`config.mk`:
```
export PLATFORM = sky130hd
export DESIGN_NAME = storage_arbiter
export DESIGN_NICKNAME = d
export VERILOG_FILES = /design/src/rtl/storage_arbiter_pkg.sv /design/src/rtl/storage_rr_pick.sv /design/src/rtl/storage_arbiter.sv
export SDC_FILE = /design/constraint.sdc
export NUM_CORES = 1
export LEC_CHECK = 0
export ABC_AREA = 1
export CAP_MARGIN = 10
export CORE_ASPECT_RATIO = 1.2
export CORE_MARGIN = 5
export CORE_UTILIZATION = 29
export CTS_CLUSTER_DIAMETER = 120
export CTS_CLUSTER_SIZE = 24
export DETAILED_ROUTE_END_ITERATION = 12
export PLACE_DENSITY_LB_ADDON = 0.25
export SYNTH_ARGS = -nofsm -noshare
export SYNTH_HDL_FRONTEND = slang
export SYNTH_SLANG_ARGS = --single-unit
export TNS_END_PERCENT = 5
```
`constraint.sdc`:
```
create_clock -name clk -period 1.8 [get_ports clk]
set_clock_uncertainty 0.05 [all_clocks]
set_input_delay 0.36 -clock clk [delete_from_list [all_inputs] [get_ports clk]]
set_output_delay 0.36 -clock clk [all_outputs]
set_load 0.05 [all_outputs]
```
`src/rtl/storage_arbiter_pkg.sv`:
```
// Shared constants, state encoding and small helpers for the storage arbiter.
package storage_arbiter_pkg;

    localparam logic [1:0] REQ_INPUT  = 2'd0;
    localparam logic [1:0] REQ_DISP   = 2'd1;
    localparam logic [1:0] REQ_CALC   = 2'd2;
    localparam logic [1:0] OWNER_NONE = 2'd3;

    typedef enum logic {
        S_IDLE = 1'b0,
        S_OWN  = 1'b1
    } arb_state_t;

    // (a + b) mod 3 for requester indices; a, b are expected in 0..2.
    function automatic logic [1:0] add_mod3(input logic [1:0] a, input logic [1:0] b);
        logic [2:0] sum;
        sum = {1'b0, a} + {1'b0, b};
        if (sum >= 3'd3) begin
            sum = sum - 3'd3;
        end
        return sum[1:0];
    endfunction

    // One-hot grant vector for a requester index; OWNER_NONE gives all zeros.
    function automatic logic [2:0] idx_onehot(input logic [1:0] idx);
        logic [2:0] v;
        v = 3'b000;
        case (idx)
            REQ_INPUT: v = 3'b001;
            REQ_DISP:  v = 3'b010;
            REQ_CALC:  v = 3'b100;
            default:   v = 3'b000;
        endcase
        return v;
    endfunction

endpackage

```
`src/rtl/storage_rr_pick.sv`:
```
// Combinational 3-way circular priority picker: the first requester found
// searching upward from the pointer (wrapping 2 -> 0) wins.
module storage_rr_pick
    import storage_arbiter_pkg::*;
(
    input  logic [2:0] i_req,
    input  logic [1:0] i_ptr,
    output logic [1:0] o_win,
    output logic       o_any
);

    logic [1:0] w_idx;
    logic       w_hit;

    // Scan from the farthest candidate back to the pointer so the closest hit overrides.
    always_comb begin
        o_win = OWNER_NONE;
        o_any = |i_req;
        w_idx = 2'd0;
        w_hit = 1'b0;
        for (int i = 2; i >= 0; i--) begin
            w_idx = add_mod3(i_ptr, 2'(i));
            case (w_idx)
                2'd0:    w_hit = i_req[0];
                2'd1:    w_hit = i_req[1];
                2'd2:    w_hit = i_req[2];
                default: w_hit = 1'b0;
            endcase
            if (w_hit) begin
                o_win = w_idx;
            end
        end
    end

endmodule

```
`src/rtl/storage_arbiter.sv`:
```
// Round-robin request/grant arbiter for the single-port matrix storage RAM.
// Grants are registered, bursts are capped at MAX_BURST beats, and read
// beats are tagged so their data comes back with a per-requester strobe.
module storage_arbiter
    import storage_arbiter_pkg::*;
#(
    parameter int ADDR_W    = 8,
    parameter int DATA_W    = 32,
    parameter int MAX_BURST = 16,
    parameter int READ_LAT  = 1
) (
    input  logic                  clk,
    input  logic                  rst,
    input  logic [2:0]            i_req,
    input  logic [2:0]            i_we,
    input  logic [3*ADDR_W-1:0]   i_addr,
    input  logic [3*DATA_W-1:0]   i_wdata,
    output logic [2:0]            o_gnt,
    output logic [2:0]            o_rvalid,
    output logic [DATA_W-1:0]     o_rdata,
    output logic [1:0]            o_owner,
    output logic                  o_storage_we,
    output logic [ADDR_W-1:0]     o_storage_addr,
    output logic [DATA_W-1:0]     o_storage_data,
    input  logic [DATA_W-1:0]     i_storage_rdata
);

    localparam logic [7:0] BURST_LAST = 8'(MAX_BURST - 1);
    localparam int         LAST_STAGE = READ_LAT - 1;

    arb_state_t r_state, w_state_next;
    logic [2:0] r_gnt,   w_gnt_next;
    logic [1:0] r_owner, w_owner_next;
    logic [1:0] r_ptr,   w_ptr_next;
    logic [7:0] r_beat,  w_beat_next;

    logic       r_tag_vld [READ_LAT];
    logic [1:0] r_tag     [READ_LAT];

    logic [1:0] w_win;
    logic       w_any;
    logic       w_beat;
    logic       w_own_we;
    logic [ADDR_W-1:0] w_own_addr;
    logic [DATA_W-1:0] w_own_data;

    storage_rr_pick u_pick (
        .i_req (i_req),
        .i_ptr (r_ptr),
        .o_win (w_win),
        .o_any (w_any)
    );

    // A beat needs the owner to still be requesting; grant is one-hot so the AND suffices.
    assign w_beat = (r_state == S_OWN) && |(r_gnt & i_req);

    // One-hot mux of the owner's beat inputs; other requesters never reach the RAM.
    always_comb begin
        w_own_we   = 1'b0;
        w_own_addr = '0;
        w_own_data = '0;
        for (int k = 0; k < 3; k++) begin
            if (r_gnt[k]) begin
                w_own_we   = i_we[k];
                w_own_addr = i_addr[k*ADDR_W +: ADDR_W];
                w_own_data = i_wdata[k*DATA_W +: DATA_W];
            end
        end
    end

    // Next-state logic: grant from idle, count beats, release on drop or burst cap.
    always_comb begin
        w_state_next = r_state;
        w_gnt_next   = r_gnt;
        w_owner_next = r_owner;
        w_ptr_next   = r_ptr;
        w_beat_next  = r_beat;
        case (r_state)
            S_IDLE: begin
                if (w_any) begin
                    w_state_next = S_OWN;
                    w_gnt_next   = idx_onehot(w_win);
                    w_owner_next = w_win;
                    w_beat_next  = 8'd0;
                end
            end
            S_OWN: begin
                if (!w_beat || (r_beat == BURST_LAST)) begin
                    // Release always forces one idle cycle before the next grant.
                    w_state_next = S_IDLE;
                    w_gnt_next   = 3'b000;
                    w_owner_next = OWNER_NONE;
                    w_ptr_next   = add_mod3(r_owner, 2'd1);
                    w_beat_next  = 8'd0;
                end else begin
                    w_beat_next = r_beat + 8'd1;
                end
            end
            default: begin
                w_state_next = S_IDLE;
                w_gnt_next   = 3'b000;
                w_owner_next = OWNER_NONE;
            end
        endcase
    end

    // Arbitration state registers.
    always_ff @(posedge clk) begin
        if (rst) begin
            r_state <= S_IDLE;
            r_gnt   <= 3'b000;
            r_owner <= OWNER_NONE;
            r_ptr   <= REQ_INPUT;
            r_beat  <= 8'd0;
        end else begin
            r_state <= w_state_next;
            r_gnt   <= w_gnt_next;
            r_owner <= w_owner_next;
            r_ptr   <= w_ptr_next;
            r_beat  <= w_beat_next;
        end
    end

    // First tag stage captures the owner of each read beat.
    always_ff @(posedge clk) begin
        if (rst) begin
            r_tag_vld[0] <= 1'b0;
            r_tag[0]     <= 2'd0;
        end else begin
            r_tag_vld[0] <= w_beat && !w_own_we;
            r_tag[0]     <= r_owner;
        end
    end

    generate
        for (genvar gi = 1; gi < READ_LAT; gi++) begin : g_tag_pipe
            // Delay the read tag to line up with the RAM read latency.
            always_ff @(posedge clk) begin
                if (rst) begin
                    r_tag_vld[gi] <= 1'b0;
                    r_tag[gi]     <= 2'd0;
                end else begin
                    r_tag_vld[gi] <= r_tag_vld[gi-1];
                    r_tag[gi]     <= r_tag[gi-1];
                end
            end
        end
    endgenerate

    // Decode the oldest tag into the per-requester valid strobe.
    always_comb begin
        o_rvalid = 3'b000;
        for (int k = 0; k < 3; k++) begin
            o_rvalid[k] = r_tag_vld[LAST_STAGE] && (r_tag[LAST_STAGE] == 2'(k));
        end
    end

    assign o_rdata        = i_storage_rdata;
    assign o_gnt          = r_gnt;
    assign o_owner        = r_owner;
    assign o_storage_we   = w_beat && w_own_we;
    assign o_storage_addr = w_beat ? w_own_addr : '0;
    assign o_storage_data = w_beat ? w_own_data : '0;

endmodule

```
==> summary.md <==
| Metric | Value |
|---|---|
| Synth Area per Inst | `6.40 um^2` |
| Clk buf depth | `2` |
| Pwr Density | `~670 mW/mm^2` |
| Worst hold slack | `between 0.4 and 0.5 ns` |
| Diodes inserted | `0` |
| WL met3 | `roughly 1300 um` |
| Crit end category | `output pin` |
| Synth cell count leaders | `nor2_1 (64), nand2_1 (48), o21ai_0 (44)` |
| DR vias/cell | `~5.4` |
| Most used cell, CP | `buf_12` |
| Fmax | `~0.48 GHz` |
| Leak | `about 0.0022 uW` |
| Netlist cell types | `33` |
| Worst-margin pin slew | `~0.35 ns` |
| Max Used Layer | `met4` |
| CTS root buffer | `clkbuf_8` |
| Final setup viols | `41` |
| Seq/Total Area, Yosys | `17.3%` |
| EDFF count, synth | `0` |
| Number of synthesis warnings | `0` |
| Crit path arrival time | `between 1.5 and 2 ns` |
| Setup crit start kind | `register` |
| Violated checks | `setup timing` |
| Die X | `89.4 um` |
| Simple-Gate Fraction of Synth Area | `29.9%` |
| Starting Density | `30.0%` |
| Crit path time final | `between 2 and 2.5 ns` |
| Critical Path RT | `approximately 1.4 ns` |
| Hold Path Depth | `2` |
| Synth Area in Adders | `3.42%` |
| Most frequent cell after synthesis | `nor2_1` |
| WL/cell | `between 20 and 25 um` |
| Final Hold Vio Count | `0` |
| Tcrit/Tclk final | `115%` |
| MaxCap Viol Count | `0` |
| Drt first pass iters | `6` |
| Area of the core | `~0.0073 mm^2` |
| Crit-path max cell delay | `between 0.4 and 0.5 ns` |
| WL final | `roughly 14000 um` |
| Layout cell share with drive strength beyond 1 | `49.1%` |
| Hold WC Path Type | `reg2reg` |
| Drc violations | `0` |
| Final WS setup | `-0.278 ns` |
| Reg clk slew, reported paths | `around 0.07 ns` |
| Worst path slowest cell | `dfxtp_4` |
| Initial DRC count | `135` |
| Post-synth top area share | `between 10% and 20%` |
| M1 WL | `4860 um` |
| Largest family of logic cells by synthesized area | `simple AND/OR/NAND/NOR gates` |
| Largest net degree at the start of global routing | `34` |
| H-tree depth | `1` |
| Placed cell areas | `0.00503 mm^2` |
| GRT Total Usage | `approximately a quarter` |
| First-pass GRT wire length | `around 18000 um` |
| Status | `complete, but fails checks` |
| Critical path class | `reg2out` |
| Compound-gate portion of the synthesized area | `slightly below 30%` |
| RSZ-0062 raised after global routing | `true` |
| HP Start | `o_owner[0]$_SDFFE_PP1P_` |
| # nets final | `715` |
| Mapped cell area | `approximately 0.0022 mm^2` |
| Routed Antenna Nets | `0` |
| Crit Reg-Reg Endpoint | `o_gnt[1]$_SDFFE_PP0P_` |
| Asr flop ratio synth | `0%` |
| Final Instance Count excl. Fillers | `~640` |
| Pwr Total | `around 4000 uW` |
| CTS Buf Count | `3` |
| CTS sink cnt | `19` |
| Peak supply drop | `0.699 mV` |
| Max-slew headroom | `about three quarters` |
| PortBufs | `between 150 and 200` |
| Final Util | `about four fifths` |
| Synth Area in XOR/XNOR | `less than 1%` |
| Crit path max fanout | `6` |
| GRT Residual Overflow | `0` |
| Pins Over Slew Limit | `0` |
| Die Y | `105 um` |
| Layout area overhead | `170%` |
| Metal2 WL | `between 7000 and 8000 um` |
| Num rows | `34` |
| Worst reg2reg path startpoint | `r_ptr[0]$_SDFFE_PP0P_` |
| Worst min-delay path endpoint | `r_tag[0][0]$_SDFF_PP0_` |
| Final design area excluding fillers | `between 0.005 and 0.006 mm^2` |
| Detailed Place HPWL | `just over 9000 um` |
| Dominant cells by area after synthesis | `dfxtp_1 (17%), a221oi_1 (16%), buf_4 (11%), nor2_1 (11%), o21ai_0 (10%)` |
| Routability cong. | `approximately 0.84` |
| Placed cell count | `between 600 and 700` |
| Seq cells post-synth | `19` |
| Most frequently used flop master after synthesis | `dfxtp_1` |
| Clk_lat worst skew | `0.26 ns` |
| Die area | `~0.0094 mm^2` |
| Internal reg-to-reg setup slack | `between 0.15 and 0.2 ns` |
| CP cell instances | `nor2_4 > buf_12 > buf_12 > a221oi_2 > buf_4 > nor2_4 > buf_12` |
| Vias in the first global route | `around 3500` |
| Cts hold-fix bufs | `0` |
| R2R depth | `9` |
| Syn Nets | `509` |
| Via count | `between 3000 and 4000` |
| CTS tree | `yes` |
| Post-synthesis mux area share | `0%` |
| Io pins | `between 200 and 250` |
| Initial antenna violation count | `0` |
| Synth Instances | `about 340` |
| Yosys top cell by area | `dfxtp_1` |
## layout make-up
type                    count  area [um^2]
multi-input cells         247         2210
well taps                  90          113
clock buffers               4         45.0
flip-flops and latches     19          390
fillers                   407         1390
inverters                  22         92.6
repair buffers            256         3080
## cells in the final DEF, fill, tap and decap left out, types with 15 or more instances in the layout
cell type and count:
clkdlybuf4s50_1 124, buf_4 61, buf_12 58, nand2_1 46, nor2_4 42, a221oi_2 31
o21ai_2 23, nor2_1 22, o21ai_1 18, dfxtp_1 15
## worst max-delay path: cells and delay by family, from the launching register on
| family | cells | cell delay (ns) |
|---|---|---|
| flip-flops | 1 | 0.42 |
| AND/OR/NAND/NOR | 2 | 0.10 |
| AO/OA/AOI/OAI | 1 | 0.27 |
| buffers and inverters | 4 | 0.61 |
## where the power goes
part           leakage (uW)  switching, uW  internal, uW
Combinational       0.00199           1530          1600
Sequential         0.000158           59.4           467
Clock             0.0000228            140           158
Total               0.00218           1730          2230
## metal layers
layer	track usage [%]	up-vias
met5	0	-
met3	5.62	31
met4	7.45	0
met2	44.7	179
li1	-	1602
met1	27.0	1612
## registers in the layout, indices dropped and copies added, names as in the netlist
register	cells
r_ptr	2
o_owner	2
r_state	1
o_gnt	3
r_tag	2
r_tag_vld	1
r_beat	8
## how the worst max path moves through the flow
| stage | start | endpoint | slack [ns] |
|---|---|---|---|
| finish | o_gnt[1]$_SDFFE_PP0P_ | o_storage_data[8] | -0.28 |
| CTS | o_gnt[1]$_SDFFE_PP0P_ | o_storage_data[30] | -0.25 |
| detailed placement | i_req[1] | o_storage_data[31] | -0.44 |
| floorplan | o_gnt[2]$_SDFFE_PP0P_ | o_storage_data[31] | -0.04 |
| global placement | i_req[1] | o_storage_data[31] | -0.41 |
| global route | o_gnt[1]$_SDFFE_PP0P_ | o_storage_data[7] | -0.33 |
## cell families (layout without fill, tap and decap cells)
logic type      count (synthesis)  in the layout
fa+ha+maj                       6              6
compound gates                 97             97
xor+xnor                        2              2
simple gates                  142            142
buf+inv                        77            282
flops                          19             19
## per-stage QoR
| stage | setup slack (ns) | TNS, ns |
|---|---|---|
| 2_1_floorplan | -0.0362 | -1.08 |
| 4_1_cts | -0.248 | -8.32 |
| 5_1_grt | -0.334 | -11.05 |
| 3_3_place_gp | -0.414 | -14.77 |
| 3_5_place_dp | -0.444 | -15.78 |
| 6_report | -0.278 | -8.57 |
## repair_timing
action                     CTS  global route
setup endpoints to repair   41            46
resized for setup           44            68
setup buffers               13             2
hold endpoints to repair     0             0
gates cloned                 2             4
pin swaps                   19            24
Power figures use the tool's default switching activity.
